File: config.mk
export PLATFORM = sky130hd
export DESIGN_NAME = stack_update_flat
export DESIGN_NICKNAME = d
export VERILOG_FILES = /design/src/rtl/stacker_pkg.sv /design/src/rtl/stack_update_if.sv /design/src/rtl/overlap_calc.sv /design/src/rtl/stack_update.sv /design/src/flat_wrapper.sv
export SDC_FILE = /design/constraint.sdc
export NUM_CORES = 1
export LEC_CHECK = 0
export CAP_MARGIN = 20
export CORE_MARGIN = 4
export CORE_UTILIZATION = 40
export DETAILED_ROUTE_END_ITERATION = 10
export PLACE_DENSITY_LB_ADDON = 0.2
export SLEW_MARGIN = 20
export SYNTH_ARGS = -nofsm -noshare
export SYNTH_HDL_FRONTEND = slang
export SYNTH_HIERARCHICAL = 1
export SYNTH_SLANG_ARGS = --single-unit
File: constraint.sdc
create_clock -name clk -period 8.01 [get_ports clk]
set_input_delay 2.403 -clock clk [delete_from_list [all_inputs] [get_ports clk]]
set_output_delay 2.403 -clock clk [all_outputs]
set_load 0.005 [all_outputs]
File: src/rtl/stacker_pkg.sv
// Shared types and default geometry for the block-stacker datapath.
package stacker_pkg;
  typedef enum logic [2:0] {PLAY, CHECK, TRIM, ADVANCE, LOSE, WIN} state_t;

  localparam int SCREEN_W      = 320;
  localparam int DEF_UNIT_LOG2 = 4;
  localparam int DEF_LEVELS    = 12;
  localparam int DEF_INIT_SIZE = 4;

  typedef logic [8:0] xcoord_t;
  typedef logic [3:0] bsize_t;
endpackage

File: src/rtl/stack_update_if.sv
// Player/checker-facing bus of stack_update; master drives stops, slave owns the stack.
interface stack_update_if;
  import stacker_pkg::*;
  logic    restart;
  logic    stop_true;
  logic    intersect_true;
  xcoord_t curr_block_start;
  xcoord_t curr_block_end;
  xcoord_t prev_block_start;
  xcoord_t prev_block_end;
  bsize_t  prev_block_size;
  logic    spawn;
  bsize_t  spawn_size;
  logic [3:0] level;
  logic    busy;
  logic    game_over;
  logic    game_won;
  logic    perfect;

  modport master (
    output restart, stop_true, intersect_true, curr_block_start, curr_block_end,
    input  prev_block_start, prev_block_end, prev_block_size, spawn, spawn_size,
           level, busy, game_over, game_won, perfect
  );
  modport slave (
    input  restart, stop_true, intersect_true, curr_block_start, curr_block_end,
    output prev_block_start, prev_block_end, prev_block_size, spawn, spawn_size,
           level, busy, game_over, game_won, perfect
  );
endinterface

File: src/rtl/overlap_calc.sv
// Combinational overlap of captured and previous span, with unit size and empty flag.
module overlap_calc import stacker_pkg::*; #(
  parameter int UNIT_LOG2 = DEF_UNIT_LOG2
) (
  input  xcoord_t cap_start,
  input  xcoord_t cap_end,
  input  xcoord_t prev_start,
  input  xcoord_t prev_end,
  input  logic    whole,
  output xcoord_t ov_start,
  output xcoord_t ov_end,
  output bsize_t  size,
  output logic    empty
);
  always_comb begin
    ov_start = whole ? cap_start : ((cap_start > prev_start) ? cap_start : prev_start);
    ov_end   = whole ? cap_end   : ((cap_end   < prev_end)   ? cap_end   : prev_end);
    // 10-bit span so a full 320 px row cannot wrap before the shift
    size  = 4'(({1'b0, ov_end} - {1'b0, ov_start} + 10'd1) >> UNIT_LOG2);
    empty = (ov_end < ov_start) || (size == '0);
  end
endmodule

File: src/rtl/stack_update.sv
// Trims each stopped block to the stack top, advances level, owns win/lose.
// Optional perfect-placement bonus: define STACK_PERFECT_BONUS_EN.
module stack_update import stacker_pkg::*; #(
  parameter int UNIT_LOG2 = DEF_UNIT_LOG2,
  parameter int LEVELS    = DEF_LEVELS,
  parameter int INIT_SIZE = DEF_INIT_SIZE
) (
  input  logic clk,
  input  logic reset,
  stack_update_if.slave bus
);
  localparam logic [3:0] LAST_LEVEL = 4'(LEVELS - 1);

  state_t     state, state_nxt;
  xcoord_t    cap_start, cap_end, prev_start, prev_end;
  logic       cap_hit, perfect_q, lvl0, restart_ok;
  bsize_t     prev_size, spawn_size_q;
  logic [3:0] level_q;
  xcoord_t    ov_start, ov_end, new_end;
  bsize_t     ov_size, new_size;
  logic       ov_empty, new_perfect;

  assign lvl0       = (level_q == '0);
  assign restart_ok = bus.restart && (state inside {PLAY, LOSE, WIN});

  overlap_calc #(.UNIT_LOG2(UNIT_LOG2)) u_ov (
    .cap_start(cap_start), .cap_end(cap_end),
    .prev_start(prev_start), .prev_end(prev_end), .whole(lvl0),
    .ov_start(ov_start), .ov_end(ov_end), .size(ov_size), .empty(ov_empty)
  );

`ifdef STACK_PERFECT_BONUS_EN
  logic [3:0] streak, streak_nxt;
  logic       exact, grow;
  logic [9:0] grown_end;

  always_comb begin
    exact      = !lvl0 && (cap_start == prev_start) && (cap_end == prev_end);
    streak_nxt = exact ? streak + 4'd1 : 4'd0;
    grown_end  = {1'b0, ov_end} + 10'(1 << UNIT_LOG2);
    grow       = (streak_nxt == 4'd3) && (ov_size < bsize_t'(INIT_SIZE)) &&
                 (grown_end <= 10'(SCREEN_W - 1));
    new_end     = grow ? grown_end[8:0] : ov_end;
    new_size    = grow ? ov_size + 4'd1 : ov_size;
    new_perfect = exact;
    if (streak_nxt == 4'd3) streak_nxt = 4'd0;
  end

  always_ff @(posedge clk or posedge reset) begin
    if (reset)                                   streak <= '0;
    else if (restart_ok)                         streak <= '0;
    else if (state == TRIM && !ov_empty)         streak <= streak_nxt;
  end
`else
  assign new_end     = ov_end;
  assign new_size    = ov_size;
  assign new_perfect = 1'b0;
`endif

  always_ff @(posedge clk or posedge reset) begin
    if (reset) state <= PLAY;
    else       state <= state_nxt;
  end

  always_comb begin
    state_nxt = state;
    unique case (state)
      PLAY:     if (!bus.restart && bus.stop_true) state_nxt = CHECK;
      CHECK:    state_nxt = (lvl0 || cap_hit) ? TRIM : LOSE;
      TRIM:     state_nxt = ov_empty ? LOSE : ADVANCE;
      ADVANCE:  state_nxt = (level_q == LAST_LEVEL) ? WIN : PLAY;
      LOSE,
      WIN:      if (bus.restart) state_nxt = PLAY;
      default:  state_nxt = PLAY;
    endcase
  end

  always_ff @(posedge clk or posedge reset) begin
    if (reset) begin
      cap_start <= '0; cap_end <= '0; cap_hit <= 1'b0;
      prev_start <= '0; prev_end <= '0; prev_size <= '0;
      spawn_size_q <= bsize_t'(INIT_SIZE); level_q <= '0; perfect_q <= 1'b0;
    end else begin
      perfect_q <= 1'b0;
      if (restart_ok) begin
        prev_start <= '0; prev_end <= '0; prev_size <= '0;
        spawn_size_q <= bsize_t'(INIT_SIZE); level_q <= '0;
      end else begin
        unique case (state)
          PLAY: if (bus.stop_true) begin
            cap_start <= bus.curr_block_start;
            cap_end   <= bus.curr_block_end;
            cap_hit   <= bus.intersect_true;
          end
          TRIM: if (!ov_empty) begin
            prev_start   <= ov_start;
            prev_end     <= new_end;
            prev_size    <= new_size;
            spawn_size_q <= new_size;
            perfect_q    <= new_perfect;
          end
          ADVANCE: if (level_q != LAST_LEVEL) level_q <= level_q + 4'd1;
          default: ;
        endcase
      end
    end
  end

  assign bus.prev_block_start = prev_start;
  assign bus.prev_block_end   = prev_end;
  assign bus.prev_block_size  = prev_size;
  assign bus.spawn            = (state == ADVANCE) && (level_q != LAST_LEVEL);
  assign bus.spawn_size       = spawn_size_q;
  assign bus.level            = level_q;
  assign bus.busy             = state inside {CHECK, TRIM, ADVANCE};
  assign bus.game_over        = (state == LOSE);
  assign bus.game_won         = (state == WIN);
  assign bus.perfect          = perfect_q;
endmodule
File: src/flat_wrapper.sv
// flat-port wrapper written by rule: the top's interface ports become plain ports
module stack_update_flat import stacker_pkg::*;
#(
  parameter int UNIT_LOG2 = DEF_UNIT_LOG2,
  parameter int LEVELS    = DEF_LEVELS,
  parameter int INIT_SIZE = DEF_INIT_SIZE
)
  (clk, reset, bus_restart, bus_stop_true, bus_intersect_true, bus_curr_block_start, bus_curr_block_end, bus_prev_block_start, bus_prev_block_end, bus_prev_block_size, bus_spawn, bus_spawn_size, bus_level, bus_busy, bus_game_over, bus_game_won, bus_perfect);
  stack_update_if bus_i ();
  input  logic clk;
  input  logic reset;
  input wire logic [$bits(bus_i.restart)-1:0] bus_restart;
  input wire logic [$bits(bus_i.stop_true)-1:0] bus_stop_true;
  input wire logic [$bits(bus_i.intersect_true)-1:0] bus_intersect_true;
  input wire logic [$bits(bus_i.curr_block_start)-1:0] bus_curr_block_start;
  input wire logic [$bits(bus_i.curr_block_end)-1:0] bus_curr_block_end;
  output wire logic [$bits(bus_i.prev_block_start)-1:0] bus_prev_block_start;
  output wire logic [$bits(bus_i.prev_block_end)-1:0] bus_prev_block_end;
  output wire logic [$bits(bus_i.prev_block_size)-1:0] bus_prev_block_size;
  output wire logic [$bits(bus_i.spawn)-1:0] bus_spawn;
  output wire logic [$bits(bus_i.spawn_size)-1:0] bus_spawn_size;
  output wire logic [$bits(bus_i.level)-1:0] bus_level;
  output wire logic [$bits(bus_i.busy)-1:0] bus_busy;
  output wire logic [$bits(bus_i.game_over)-1:0] bus_game_over;
  output wire logic [$bits(bus_i.game_won)-1:0] bus_game_won;
  output wire logic [$bits(bus_i.perfect)-1:0] bus_perfect;
  assign bus_i.restart = bus_restart;
  assign bus_i.stop_true = bus_stop_true;
  assign bus_i.intersect_true = bus_intersect_true;
  assign bus_i.curr_block_start = bus_curr_block_start;
  assign bus_i.curr_block_end = bus_curr_block_end;
  assign bus_prev_block_start = bus_i.prev_block_start;
  assign bus_prev_block_end = bus_i.prev_block_end;
  assign bus_prev_block_size = bus_i.prev_block_size;
  assign bus_spawn = bus_i.spawn;
  assign bus_spawn_size = bus_i.spawn_size;
  assign bus_level = bus_i.level;
  assign bus_busy = bus_i.busy;
  assign bus_game_over = bus_i.game_over;
  assign bus_game_won = bus_i.game_won;
  assign bus_perfect = bus_i.perfect;
  stack_update #(.UNIT_LOG2(UNIT_LOG2), .LEVELS(LEVELS), .INIT_SIZE(INIT_SIZE)) u_core (.clk(clk), .reset(reset), .bus(bus_i));
endmodule
==> reports/metrics.cfg, run 1 <==
[die]
core_area_sq_um=7810
die-width_um=98.2
fp.dieH_um=98.2
start_util=0.417
ios=58
dieArea_sq_um=9640
num_rows=32

[timing]
rsz0062_at_grt=false
finClkSkew_ns=0.0137
drv_slew=0
max_freq_ghz=0.187
fin_crit_ns=5.35
tightest_slew_ns=0.866
slew-limit-headroom=0.422
hold_viol_final=0
setup-tns-final_ns=0
setup_viol_count_final=0
period_share=0.668

[setup_path]
r2r_start=u_core/bus.level[0]
reg2reg_setup_slack_ns=2.66
cp.required_ns=8.25
r2r_cells=20
critPathBufInv=2
endpoint_kind=register
arrival_ns=5.59
crit_end=u_core/bus.prev_block_end[2]
crit_path_cell_trace=inv_1 -> ha_1 -> nor3b_1 -> buf_4 -> nor2_1 -> o21ai_1 -> a211oi_2 -> nor2_1 -> a21oi_1 -> ha_1 -> fa_1 -> and3_1 -> a21oi_1 -> o311ai_4 -> a21oi_2 -> a311oi_2 -> o32ai_1 -> nor4b_4 -> a31oi_4 -> a22o_1
crit_cells=20
crit_path_start_kind=register
startpoint=u_core/bus.level[0]
r2r-end=u_core/bus.prev_block_end[2]
slowest_stage=nor2_1
path_max_fanout=22
critical-path-top-delay-family=compound AO/OA/AOI/OAI gates
crit_type=register to register
slowest_delay_ns=0.67

[cells_and_area]
stdcell_count=468
fin_nets=423
antenna_cells=0
drive_above_1_share=0.145
final_cell_mix=56 x clkdlybuf4s50_1, 48 x dfrtp_1, 40 x inv_1
final_common_cell=clkdlybuf4s50_1
area_growth_pct=23.1
final_cell_area_sq_um=4000
fillers=738
fin_util=0.513

[power_and_ir_drop]
vdd_drop_max_uv=277
p_per_area_nw_per_um2=507
leakagePower_nw=1.78
power_mw=2.03

[synthesis]
syn-cell-area_sq_um=3250
ys_seq_elements=49
synth_cell_types=57
synth_edf_count=0
synth-main-ff-cell=dfrtp_1
ys_async_sr_fraction=1.00
syn-mean-instance-area_sq_um=10.4
synth-seq-area-share=0.377
synthesis.nets=370
synth_cells=312
yosysWarnings=6

[grt]
busiest_layer=met2
grtUsageMet3=0.0350
gr-usage-met2=0.257
use_met1=0.202
grt_pass1_wl_um=12100
grt_usage=0.155
gr-total-overflow=0
grt_max_degree=50
antenna_found_initial=0
first_global_vias=2448

[placed_design]
placed_area_sq_um=3900
dp_hpwl_um=5530
dp.cells=460
portBuffers=56
routabilityCongestion=0.921

[cts]
cts_resized=0
clkLatencyLatePin_ns=0.31
clockBufferDepth=2
root_buffer=clkbuf_8
cts_tree=yes
htreeDepth=2
cts-buffers-inserted=5
cts_setup_buffers=0
clk_pin_slew_ns=0.10
clock_sinks=49
postCtsHoldBufs=0

[drt]
wl_um=7390
dr.pass1.iters=4
ant_nets=0
vias_per_cell=5.30
drt_first_iter_violations=106
wl_per_cell_um=15.8
drc=0
vias=2482

[outcome]
run_status=finished, final reports clean

[flow_run]
maxCapViolations=0

[hold_path]
hp-class=register to register

==> worst register-to-register path: cells and delay by family (launching register included) <==
family | cells | cell delay [ns]
AOI/OAI and AO/OA | 10 | 2.40
and+or+nand+nor | 5 | 1.21
DFF | 1 | 0.43
buffers and inverters | 2 | 0.29
adders and majority gates | 3 | 0.95
==> worst min-delay path by stage <==
stage | start | end | depth (start not counted)
after global placement | u_core/bus.spawn_size[2] | u_core/bus.spawn_size[2] | 2
final | u_core/bus.spawn_size[2] | u_core/bus.spawn_size[2] | 2
after global routing | u_core/bus.spawn_size[2] | u_core/bus.spawn_size[2] | 2
after CTS | u_core/bus.spawn_size[2] | u_core/bus.spawn_size[2] | 2
after floorplan | u_core/bus.spawn_size[2] | u_core/bus.spawn_size[2] | 2
after detailed placement | u_core/bus.spawn_size[2] | u_core/bus.spawn_size[2] | 2
==> state kept, by name (all words and copies together), names as in the netlist <==
signal and cells:
u_core/bus.level 4, u_core/bus.prev_block_end 9, u_core/bus.prev_block_size 4, u_core/bus.prev_block_start 9, u_core/bus.spawn_size 1, u_core/cap_end 9, u_core/cap_hit 1, u_core/cap_start 9
u_core/state 3
==> metrics by stage <==
stage / hold slack (ns) / setup slack [ns]
detailed placement: 0.459 / 2.39
finish: 0.465 / 2.66
CTS: 0.470 / 2.32
global placement: 0.459 / 2.61
global route: 0.507 / 2.25
floorplan: 0.449 / 3.23
==> per-layer routing <==
| layer | vias to the layer above | wire length, um |
|---|---|---|
| li1 | 1202 | - |
| met1 | 1217 | 3410 |
| met2 | 56 | 3530 |
| met3 | 7 | 339 |
| met4 | 0 | 106 |
| met5 | - | 0 |
==> cells by family after synthesis <==
group	Yosys count	share of synthesized area
AOI/OAI and AO/OA	70	0.165
xor gates and xnor gates	7	0.0189
adders and majority gates	35	0.139
buffers and inverters	54	0.0704
DFF	49	0.377
muxes	32	0.109
other	1	0.00115
and+or+nand+nor	64	0.119
==> area by class of cell <==
type,instances,area [sq um],share of cell area
Clock buffer,8,90.1,0.0225
Inverter,41,155,0.0388
Multi-Input combinational cell,209,1820,0.455
Sequential cell,49,1230,0.307
Tap cell,102,128,0.0319
Timing Repair Buffer,59,583,0.146
==> Yosys cell counts, drive strengths merged (3+ instances only) <==
| cell | instances | area share |
|---|---|---|
| dfrtp | 48 | 0.37 |
| inv | 41 | 0.047 |
| ha | 33 | 0.13 |
| mux2 | 26 | 0.090 |
| a22o | 21 | 0.057 |
| nor2 | 21 | 0.027 |
| a21oi | 18 | 0.029 |
| o21ai | 11 | 0.017 |
| nand2 | 9 | 0.010 |
| buf | 7 | 0.016 |
| clkbuf | 6 | 0.0073 |
| mux2i | 6 | 0.018 |
| nand2b | 5 | 0.012 |
| nand4 | 5 | 0.0096 |
| xor2 | 5 | 0.013 |
| and2 | 4 | 0.0089 |
| a211oi | 3 | 0.010 |
| a21o | 3 | 0.0069 |
| and3 | 3 | 0.0062 |
| nand3 | 3 | 0.0046 |
| nor2b | 3 | 0.0058 |
==> where the power goes <==
group / internal (mW) / total [mW] / switching (mW)
Clock: 0.0706 / 0.152 / 0.0816
Combinational: 0.675 / 1.40 / 0.728
Sequential: 0.358 / 0.475 / 0.117
Total: 1.10 / 2.03 / 0.926
Note: power is estimated with default switching activity, not from simulation.
==> run 2, diff against run 1 <==
==> constraint.sdc (replaced) <==
create_clock -name clk -period 5.1 [get_ports clk]
set_input_delay 1.53 -clock clk [delete_from_list [all_inputs] [get_ports clk]]
set_output_delay 1.53 -clock clk [all_outputs]
set_load 0.005 [all_outputs]
==> run 2 against run 1 <==
Register-to-register slack got worse by 2.4 ns. Non-clock buffer count increased by 12. Clock power increased by 55%. Critical path type unchanged. Hold slack improved by 0.0073 ns. Critical path depth unchanged. Setup slack got worse by 2.4 ns. Highest routed layer unchanged. Cell area increased by 3.2%. Sequential share of layout area decreased by 0.95 points. Combinational power increased by 71%. Die area unchanged. Sequential power increased by 56%. Clock-buffer cell count unchanged.
==> reports/metrics.cfg, run 2 (synthesis gave the netlist of run 1 again) <==
[setup_path]
endpoint_kind=register
critical-path-top-delay-family=compound AO/OA/AOI/OAI gates
crit_path_cell_trace=inv_1 -> ha_1 -> nand2_1 -> nor2_4 -> nand4_1 -> a31oi_4 -> mux2_2 -> ha_1 -> fa_1 -> and3_1 -> a21oi_1 -> o311ai_4 -> and3_2 -> a311oi_2 -> o32ai_1 -> nor4b_4 -> buf_4 -> a31oi_4 -> buf_12 -> a22o_1
cp.required_ns=5.29
r2r_start=u_core/bus.prev_block_end[8]
arrival_ns=5.04
crit_path_start_kind=register
slowest_stage=fa_1
critPathBufInv=3
slowest_delay_ns=0.47
path_max_fanout=11
r2r_cells=20
reg2reg_setup_slack_ns=0.25
crit_type=register to register
r2r-end=u_core/bus.prev_block_end[4]

[timing]
drv_slew=0
rsz0062_at_grt=false
setup-tns-final_ns=0
finClkSkew_ns=0.00552
hold_viol_final=0
setup_viol_count_final=0
max_freq_ghz=0.206
finalWorstSetupSlack_ns=0.253
tightest_slew_ns=0.862
slew-limit-headroom=0.424
fin_crit_ns=4.85
period_share=0.950

[cts]
cts_tree=yes
cts-buffers-inserted=5
htreeDepth=2
clkLatencyLatePin_ns=0.30
clock_sinks=49
clk_pin_slew_ns=0.09
clockBufferDepth=2
root_buffer=clkbuf_8

[placed_design]
routabilityCongestion=0.919
dp_hpwl_um=5590
dp.cells=469
portBuffers=56
dp_worst_setup_slack_ns=0.242

[cells_and_area]
fin_util=0.529
final_common_cell=clkdlybuf4s50_1
multi_input_area_sq_um=1840
fillers=737
regArea_sq_um=1230
final_cell_mix=56 x clkdlybuf4s50_1, 48 x dfrtp_1, 40 x inv_1
area_growth_pct=27.0
antenna_cells=0
drive_above_1_share=0.174
stdcell_count=481
fin_nets=436

[die]
ios=58
num_rows=32
dieArea_sq_um=9640
core_area_sq_um=7810
die-width_um=98.2
start_util=0.417
fp.dieH_um=98.2

[hold_path]
min_to=u_core/bus.spawn_size[2]
hold-path-cell-count=2
min_from=u_core/bus.spawn_size[2]
hp-class=register to register

[grt]
gr-total-overflow=0
first_global_vias=2586
grt_max_degree=50
grt_pass1_wl_um=12500
grt_usage=0.159
antenna_found_initial=0

[drt]
vias_per_cell=5.28
wl_per_cell_um=16.0
drt_first_iter_violations=108
ant_nets=0
wl_um=7680
dr.pass1.iters=4
vias=2539
drc=0

[outcome]
run_status=finished, final reports clean

[power_and_ir_drop]
p_per_area_nw_per_um2=818
vdd_drop_max_uv=393
leakagePower_nw=1.85

[flow_run]
maxCapViolations=0

[run 2: worst reg2reg max path: stages (launching register included)]
cell and delay, ns:
dfrtp_1 0.42, inv_1 0.06, ha_1 0.29, nand2_1 0.10
nor2_4 0.12, nand4_1 0.15, a31oi_4 0.41, mux2_2 0.42
ha_1 0.22, fa_1 0.47, and3_1 0.17, a21oi_1 0.24
o311ai_4 0.17, and3_2 0.23, a311oi_2 0.21, o32ai_1 0.20
nor4b_4 0.30, buf_4 0.17, a31oi_4 0.04, buf_12 0.17
a22o_1 0.19
[run 2: routing by layer]
| metal | share of wire | global-route usage | up-vias |
|---|---|---|---|
| met5 | 0 | 0 | - |
| met4 | 0.014 | 0.0515 | 0 |
| met3 | 0.050 | 0.0314 | 8 |
| met2 | 0.48 | 0.269 | 65 |
| met1 | 0.46 | 0.204 | 1231 |
| li1 | - | - | 1235 |
[run 2: worst max-delay path by stage]
stage	slack, ns	start	endpoint	cells past startpoint
2_1_floorplan	0.32	u_core/bus.level[0]	u_core/bus.prev_block_end[0]	22
3_3_place_gp	-0.02	u_core/bus.prev_block_end[8]	u_core/bus.prev_block_size[3]	18
3_5_place_dp	0.24	u_core/bus.prev_block_end[8]	u_core/bus.prev_block_start[1]	18
4_1_cts	0.20	u_core/bus.prev_block_end[8]	u_core/bus.prev_block_end[4]	18
5_1_grt	0.009	u_core/bus.prev_block_end[8]	u_core/bus.prev_block_size[2]	20
6_report	0.25	u_core/bus.prev_block_end[8]	u_core/bus.prev_block_end[4]	20
[run 2: timing repair]
| action | CTS | global route |
|---|---|---|
| gates resized for setup | 0 | 2 |
| hold buffers | 0 | 0 |
| setup endpoints to repair | 0 | 23 |
| buffers inserted | 0 | 3 |
[run 2: per-stage QoR]
| stage | hold slack (ns) | total power, mW | instance area [sq um] |
|---|---|---|---|
| final | 0.472 | 3.38 | 4130 |
| after global routing | 0.491 | 3.70 | 4130 |
| after CTS | 0.475 | 3.33 | 4070 |
| after detailed placement | 0.463 | 3.07 | 3980 |
| after global placement | 0.456 | 3.01 | 3970 |
| after floorplan | 0.449 | 2.29 | 3250 |
[run 2: cell type report]
class,instances,share of cell area
inverters,41,0.0376
repair buffers,71,0.167
clock buffers,8,0.0218
multi-input cells,210,0.446
well taps,102,0.0309
flip-flops and latches,49,0.297
[run 2: report_power, final]
part / switching, mW / leakage [nW] / internal (mW)
clock network: 0.125 / 0.0455 / 0.111
registers: 0.177 / 0.632 / 0.563
logic: 1.21 / 1.17 / 1.20
